## config.mk

```make
export PLATFORM = sky130hd
export DESIGN_NAME = bus_rr_scheduler
export DESIGN_NICKNAME = d
export VERILOG_FILES = /design/src/rtl/bus_rr_scheduler.sv
export SDC_FILE = /design/constraint.sdc
export NUM_CORES = 1
export LEC_CHECK = 0
export ABC_AREA = 1
export BUFFER_PORTS_ARGS = -buffer_cell sky130_fd_sc_hd__buf_4
export CORE_ASPECT_RATIO = 2
export CORE_MARGIN = 4
export CORE_UTILIZATION = 40
export CTS_BUF_LIST = sky130_fd_sc_hd__clkbuf_4
export CTS_CLUSTER_SIZE = 10
export DETAILED_ROUTE_END_ITERATION = 6
export PLACE_DENSITY = 0.69
export SLEW_MARGIN = 20
export SYNTH_ARGS = -nofsm -noshare
export SYNTH_HDL_FRONTEND = slang
export SYNTH_SLANG_ARGS = --single-unit
```

## constraint.sdc

```tcl
create_clock -name clk -period 3.2 [get_ports clk]
set_clock_uncertainty 0.2 [all_clocks]
set_input_delay 0.32 -clock clk [delete_from_list [all_inputs] [get_ports clk]]
set_output_delay 0.32 -clock clk [all_outputs]
set_load 0.02 [all_outputs]
```

## src/rtl/bus_rr_scheduler.sv

```systemverilog
// Round-robin scheduler for a shared packet bus: pops one pending driver FIFO and pushes its word to the destination FIFO.
// Optional broadcast delivery is enabled by defining BUS_SCHED_BCAST_EN.
module bus_rr_scheduler #(
  parameter int         drvrs    = 4,
  parameter int         pckg_sz  = 16,
  parameter logic [7:0] BCAST_ID = 8'hFF
) (
  input  logic                     clk,
  input  logic                     reset,
  input  logic [drvrs-1:0]         pndng,
  input  logic [drvrs*pckg_sz-1:0] D_pop,
  output logic [drvrs-1:0]         pop,
  output logic [drvrs-1:0]         push,
  output logic [pckg_sz-1:0]       D_push,
  output logic                     busy,
  output logic                     err,
  output logic [7:0]               drop_cnt
);

  localparam int         PW     = $clog2(drvrs);
  localparam logic [7:0] DRVRS8 = 8'(drvrs);
  localparam logic [PW:0] DRV_W = (PW+1)'(drvrs);

  typedef enum logic {IDLE, XFER} state_t;

  state_t            state_reg;
  logic [PW-1:0]     ptr_reg;

  logic [pckg_sz-1:0] words [drvrs];
  logic [PW-1:0]      gnt;
  logic               found;
  logic [PW:0]        idx;
  logic [pckg_sz-1:0] gnt_word;
  logic [7:0]         dest;
  logic [drvrs-1:0]   pop_next;
  logic [drvrs-1:0]   push_next;
  logic               drop;
  logic [PW-1:0]      ptr_next;

  generate
    for (genvar gi = 0; gi < drvrs; gi++) begin : g_words
      assign words[gi] = D_pop[gi*pckg_sz +: pckg_sz];
    end
  endgenerate

  always_comb begin
    gnt   = '0;
    found = 1'b0;
    idx   = '0;
    // Walk the request vector starting at the pointer, wrapping past the last driver.
    for (int k = 0; k < drvrs; k++) begin
      idx = {1'b0, ptr_reg} + (PW+1)'(k);
      if (idx >= DRV_W) idx = idx - DRV_W;
      if (!found && pndng[idx[PW-1:0]]) begin
        found = 1'b1;
        gnt   = idx[PW-1:0];
      end
    end

    gnt_word      = words[gnt];
    dest          = gnt_word[pckg_sz-1 -: 8];
    pop_next      = '0;
    pop_next[gnt] = 1'b1;
    push_next     = '0;
    drop          = 1'b1;

    if (dest < DRVRS8 && dest != 8'(gnt)) begin
      push_next[dest[PW-1:0]] = 1'b1;
      drop                    = 1'b0;
    end
`ifdef BUS_SCHED_BCAST_EN
    else if (dest == BCAST_ID) begin
      push_next = ~pop_next;
      drop      = 1'b0;
    end
`endif

    ptr_next = (gnt == PW'(drvrs-1)) ? '0 : gnt + PW'(1);
  end

  always_ff @(posedge clk or negedge reset) begin
    if (!reset) begin
      state_reg <= IDLE;
      ptr_reg   <= '0;
      pop       <= '0;
      push      <= '0;
      D_push    <= '0;
      busy      <= 1'b0;
      err       <= 1'b0;
      drop_cnt  <= '0;
    end else begin
      case (state_reg)
        IDLE: begin
          if (|pndng) begin
            state_reg <= XFER;
            ptr_reg   <= ptr_next;
            pop       <= pop_next;
            push      <= push_next;
            D_push    <= gnt_word;
            busy      <= 1'b1;
            err       <= drop;
            if (drop && drop_cnt != 8'hFF) drop_cnt <= drop_cnt + 8'd1;
          end
        end
        XFER: begin
          // Single-cycle transfer; the FIFO sees the pop before the next arbitration.
          state_reg <= IDLE;
          pop       <= '0;
          push      <= '0;
          busy      <= 1'b0;
          err       <= 1'b0;
        end
        default: state_reg <= IDLE;
      endcase
    end
  end

endmodule
```

==> metrics, run 1 <==
Slew @ Worst Pin=621 ps; TritonCTS clock tree=built; Routed wire per std cell=14.3 um; final worst slack=392 ps; # rows=40; fin nets=525; Port-buffer cells=103; Final Hold Fails=0; Initial Util=0.408; Setup crit end kind=flip-flop; H-tree Lvls=2; Regs by FF count=D_push (16), drop_cnt (8); Post-Place Worst Slack=141 ps; Final setup viols=0; die height=119 um; post-synthesis net count=425; distinct cell type count after synthesis=32; GP Congestion=0.817; FF-to-FF setup slack=390 ps; WS Path Type=reg2reg; Sw Ratio=0.528; min Tclk post-route=2810 ps; deepest clock path buffer count=2; leakage=1.87 nW; Vias=2648; initial antenna violation count=0; CP max FO=15; Layout area overhead=36.8%; most used cell, CP=nand2_1; Diodes inserted=0; DR iter-0 viols=171; largest net degree at the start of global routing=38; Peak Freq=356 MHz; DRC viols=0; DIE WIDTH=63.4 um; via/cell ratio=5.15; Synth Register Bits=37; crit path cell chain=inv_1 > nand2_1 > nand2_1 > nand2_1 > nand2_2 > o21ai_1 > nand2_1 > nand2_1 > nor2_4 > buf_4 > nand2_1 > nand3_1 > nand3_1 > nand3_4 > nand3_2 > nand2_1 > nand2_1; Routed Antenna Nets=0; total CTS buffers=5; multi-input logic area=1380 um^2; Flop pwr share=0.218; P_sw=1.93 mW; Setup Buffers After CTS=0; worst-path cell with the longest stage delay=dfrtp_1; Mapped Cells=350; Clock Power Share=0.090; Root Buffer=clkbuf_4; status=finished, final reports clean; Worst Path Buf+Inv=2; CP top delay family=simple AND/OR/NAND/NOR gates; share of layout cells above drive strength 1=0.306; Power Density=1090 nW/um^2; period utilization=0.878; synth warn=0; full die area=7520 um^2; area of the core=6010 um^2; vias in the first global route=2669; first-pass GRT wire length=12000 um; sum of negative setup slack=0 ps; Synth Cell Area=2450 um^2; Overall Global Routing Usage=0.198; total global routing overflow=0; WL final=7330 um; Sink Count=37; slowest stage delay, CP=440 ps; RSZ-0062 raised after global routing=false; HPWL after DPL=5660 um; relative slew slack=0.585; VDD IR max=0.000637 V; IO Count=104; clk_lat worst skew=340 ps; P_int=1.73 mW; number of max-cap violations=0; Largest Register=D_push; Worst EP required=3250 ps; drt pass-1 iters=4; Worst Path Arrival=2850 ps; Seq/Total Area, Yosys=0.378; max FFs per register=16; Pins Over Slew Limit=0; Fill cells=615; Mean Syn Cell Area=7.00 um^2; element type at the critical path start=flip-flop; clk slew on worst S/H paths=110 ps; Comb pwr share=0.692; Seq. cell area=927 um^2; Worst Hold Class=in2reg
synthesized netlist by cell type (all sizes together):
library cell,instances,area [um^2]
nor2,12,55.1
nand3b,1,20.0
nand4,9,62.6
a21oi,2,21.3
clkinv,1,3.75
xor2,6,52.6
clkbuf,5,18.8
nand2,166,643
buf,11,85.1
a31oi,2,12.5
nor3b,1,7.51
nand3,58,305
inv,17,66.3
o21ai,11,58.8
nor4,1,6.26
a22o,4,35.0
ha,5,62.6
and2,1,8.76
dfrtp,37,926
final timing paths:
check	startpoint	endpoint	cells after the start
worst min register to register	D_push[3]	D_push[3]	2
min in group asynchronous	reset	drop_cnt[4]	2
worst min-delay path	D_pop[7]	D_push[7]	5
worst max-delay path	ptr_reg[1]	drop_cnt[5]	17
worst max register to register	ptr_reg[1]	drop_cnt[5]	17
max in group asynchronous	reset	ptr_reg[0]	2
cells by family after synthesis:
kind of cell / count (synthesis) / synth area share
flip-flops: 37 / 0.378
adder cells (fa/ha/maj): 5 / 0.0255
buffers and inverters: 34 / 0.0710
AND/OR/NAND/NOR: 249 / 0.452
AO/OA/AOI/OAI: 19 / 0.0521
XOR/XNOR: 6 / 0.0214
power by group through the flow:
stage	registers (mW)	clock network, mW	logic (mW)
floorplan	0.955	0	1.67
global placement	0.800	0	2.45
detailed placement	0.804	0	2.49
CTS	0.797	0.334	2.50
global route	0.826	0.355	2.86
finish	0.798	0.329	2.53
cells in the final DEF, fill, tap and decap left out, types with 2 or more instances in the layout:
cell type | synthesis | final
a31oi_1 | 2 | 2
a22o_1 | 4 | 4
nand3_2 | 3 | 2
o21ai_1 | 2 | 2
inv_2 | 3 | 3
clkbuf_4 | 0 | 6
nand4_1 | 8 | 8
xor2_1 | 6 | 6
ha_1 | 5 | 5
nand2_1 | 160 | 160
buf_4 | 2 | 108
inv_1 | 13 | 13
o21ai_0 | 8 | 8
nor2_2 | 1 | 3
dfrtp_1 | 37 | 36
nor2_1 | 10 | 8
nand2_2 | 5 | 4
nand3_1 | 55 | 55
clkinv_1 | 1 | 2
cell type report:
cell class	count	area share
clock inverters	2	0.0101
well taps	63	0.0235
repair buffers	109	0.245
multi-input cells	279	0.411
flip-flops and latches	37	0.276
inverters	18	0.0209
clock buffers	6	0.0134
worst min-delay path, delay by kind of cell:
| family | cells | cell delay [ps] |
|---|---|---|
| simple gates | 4 | 200 |
| buf+inv | 1 | 70 |
layer usage:
| layer | up-vias | share of wire | GRT usage |
|---|---|---|---|
| met1 | 1215 | 0.35 | 0.203 |
| met5 | - | 0 | 0 |
| met3 | 14 | 0.046 | 0.0342 |
| met4 | 0 | 0.021 | 0.0731 |
| li1 | 1336 | - | - |
| met2 | 83 | 0.58 | 0.384 |
what timing repair did:
| item | 4_1_cts | 5_1_grt |
|---|---|---|
| endpoints found under the hold margin | 37 | 0 |
| endpoints found under the setup margin | 0 | 13 |
| resized for setup | 0 | 5 |
| hold buffers | 1 | 0 |
per-stage QoR:
step                      hold WS (ps)   util  instance area, um^2  instances  total power, mW
after floorplan                   -176      -                 2450        350             2.63
after global routing               100  0.558                 3350        514             4.04
after global placement             108  0.539                 3240        505             3.25
final                             86.6  0.558                 3350        514             3.66
after detailed placement           114  0.539                 3240        505             3.30
after CTS                         76.0  0.554                 3330        514             3.63
No activity file was read; power rests on OpenSTA's default activity.
==> run 2: changes to the inputs <==
--- a/config.mk
+++ b/config.mk
@@ -10,7 +10,6 @@
 export CORE_ASPECT_RATIO = 2
 export CORE_MARGIN = 4
 export CORE_UTILIZATION = 40
-export CTS_BUF_LIST = sky130_fd_sc_hd__clkbuf_4
 export CTS_CLUSTER_SIZE = 10
 export DETAILED_ROUTE_END_ITERATION = 6
 export PLACE_DENSITY = 0.69
==> run 2 against run 1 <==
Net effect: wire length increased by 0.35%; critical path depth unchanged; worst hold slack improved by 75 ps; sequential share of layout area decreased by 0.75 points; first-iteration DRC count decreased by 11%; non-clock buffer count unchanged; maximum frequency increased by 0.32%; die area unchanged; clock-buffer cell count increased by 1; global-route usage increased by 0.18 points; critical endpoint is now drop_cnt[2]; largest cell class unchanged.
==> metrics, run 2 (same netlist as run 1, synthesis figures left out) <==
Root Buffer=clkbuf_16 (was clkbuf_4); most used cell, CP=nand2_1 (unchanged); TritonCTS clock tree=built (unchanged); Setup crit end kind=flip-flop (unchanged); clk_lat worst skew=280 ps (was 340 ps); element type at the critical path start=flip-flop (unchanged); HPWL after DPL=5660 um (unchanged); Final Hold Fails=0 (unchanged); Peak Freq=357 MHz (was 356 MHz); DIE WIDTH=63.4 um (unchanged); RSZ-0062 raised after global routing=false (unchanged); GP Congestion=0.817 (unchanged); share of layout cells above drive strength 1=0.306 (unchanged); full die area=7520 um^2 (unchanged); die height=119 um (unchanged); Routed wire per std cell=14.3 um (about the same); worst-path cell with the longest stage delay=dfrtp_1 (unchanged); deepest clock path buffer count=2 (unchanged); Final setup viols=0 (unchanged); Diodes inserted=0 (unchanged); period utilization=0.875 (was 0.878); # rows=40 (unchanged); Worst Path Arrival=2770 ps (was 2850 ps); Worst Hold Class=in2reg (unchanged); Largest Register=D_push (unchanged); via/cell ratio=5.12 (was 5.15); VDD IR max=0.000641 V (was 0.000637 V); Port-buffer cells=103 (unchanged); sum of negative setup slack=0 ps (unchanged); initial antenna violation count=0 (unchanged); Layout area overhead=40.6% (was 36.8%); max FFs per register=16 (unchanged); final worst slack=401 ps (was 392 ps); vias in the first global route=2705 (was 2669); Pins Over Slew Limit=0 (unchanged); crit path cell chain=inv_1 > nand2_1 > nand2_1 > nand2_1 > nand2_2 > o21ai_1 > nand2_1 > nand2_1 > nor2_4 > buf_4 > nand2_1 > nand3_1 > nand3_1 > nand3_4 > nand3_2 > nand2_1 > nand2_1 (unchanged); Setup Buffers After CTS=0 (unchanged); WS Path Type=reg2reg (unchanged); Routed Antenna Nets=0 (unchanged); WL final=7360 um (was 7330 um); IO Count=104 (unchanged); Worst EP required=3170 ps (was 3250 ps); DR iter-0 viols=153 (was 171); area of the core=6010 um^2 (unchanged); number of max-cap violations=0 (unchanged); Regs by FF count=D_push (16), drop_cnt (8) (unchanged); Power Density=1130 nW/um^2 (was 1090 nW/um^2); Initial Util=0.408 (unchanged); total chip power=3.91 mW (was 3.66 mW); slowest stage delay, CP=420 ps (was 440 ps); Overall Global Routing Usage=0.200 (was 0.198); Sink Count=37 (unchanged); Slew @ Worst Pin=625 ps (was 621 ps); most common cell after layout, fill and taps aside=nand2_1 (unchanged); status=finished, final reports clean (unchanged); min Tclk post-route=2800 ps (was 2810 ps); fin nets=525 (unchanged); first-pass GRT wire length=12100 um (was 12000 um); total CTS buffers=5 (unchanged); relative slew slack=0.583 (was 0.585); Post-Place Worst Slack=141 ps (unchanged); final core utilization=0.574 (was 0.558); cell count after placement=505 (unchanged); clk slew on worst S/H paths=60 ps (was 110 ps); CP max FO=15 (unchanged); largest net degree at the start of global routing=38 (unchanged); DRC viols=0 (unchanged); leakage=1.91 nW (was 1.87 nW); Cell Count, Final, Fillers Out=514 (unchanged); H-tree Lvls=2 (unchanged); drt pass-1 iters=4 (unchanged); most frequent cells in the layout=nand2_1 (160), buf_4 (108), nand3_1 (55), dfrtp_1 (36), inv_1 (13) (unchanged); total global routing overflow=0 (unchanged); Vias=2633 (was 2648)
## run 2: cell type report
cell class	count	area (um^2)
clock buffer	7	143
sequential	37	927
inverter	18	70.1
fill	598	2560
clock inverter	1	30.0
tap	63	78.8
timing repair buffer	109	821
multi-input combinational	279	1380
## run 2: worst paths after layout
kind,startpoint,to,slack [ps],cells after the start
worst max-delay path,ptr_reg[1],drop_cnt[2],400,17
worst min-delay path,D_pop[3],D_push[3],160,5
worst max register to register,ptr_reg[1],drop_cnt[2],400,17
worst min register to register,D_push[3],D_push[3],280,2
max in group asynchronous,reset,ptr_reg[0],2100,2
min in group asynchronous,reset,drop_cnt[1],360,2
## run 2: repair_timing
item,CTS,global route
endpoints found under the hold margin,37,0
resized for setup,0,5
hold buffers,1,0
endpoints found under the setup margin,0,13
## run 2: through the flow
stage               hold slack [ps]  instance area, um^2
CTS                             158                 3420
floorplan                      -176                 2450
global route                    190                 3450
detailed placement              114                 3240
global placement                108                 3240
finish                          161                 3450
## run 2: per-layer routing
metal  part of all wire  global-route usage  wire length (um)
met3              0.042              0.0390               308
met4              0.028              0.0785               203
met5                  0                   0                 0
met1               0.35               0.202              2550
met2               0.58               0.385              4300
## run 2: worst max-delay path, delay by kind of cell, from the launching register on
kind	cells	cell delay, ps
AOI/OAI and AO/OA	1	60
and+or+nand+nor	14	1580
DFF	1	420
buffers and inverters	2	420
## run 2: where the power goes
group	internal, mW	leakage (nW)	total, mW	switching (mW)
logic	0.908	1.36	2.54	1.63
registers	0.653	0.466	0.801	0.148
clock network	0.389	0.0841	0.570	0.181
total	1.95	1.91	3.91	1.96
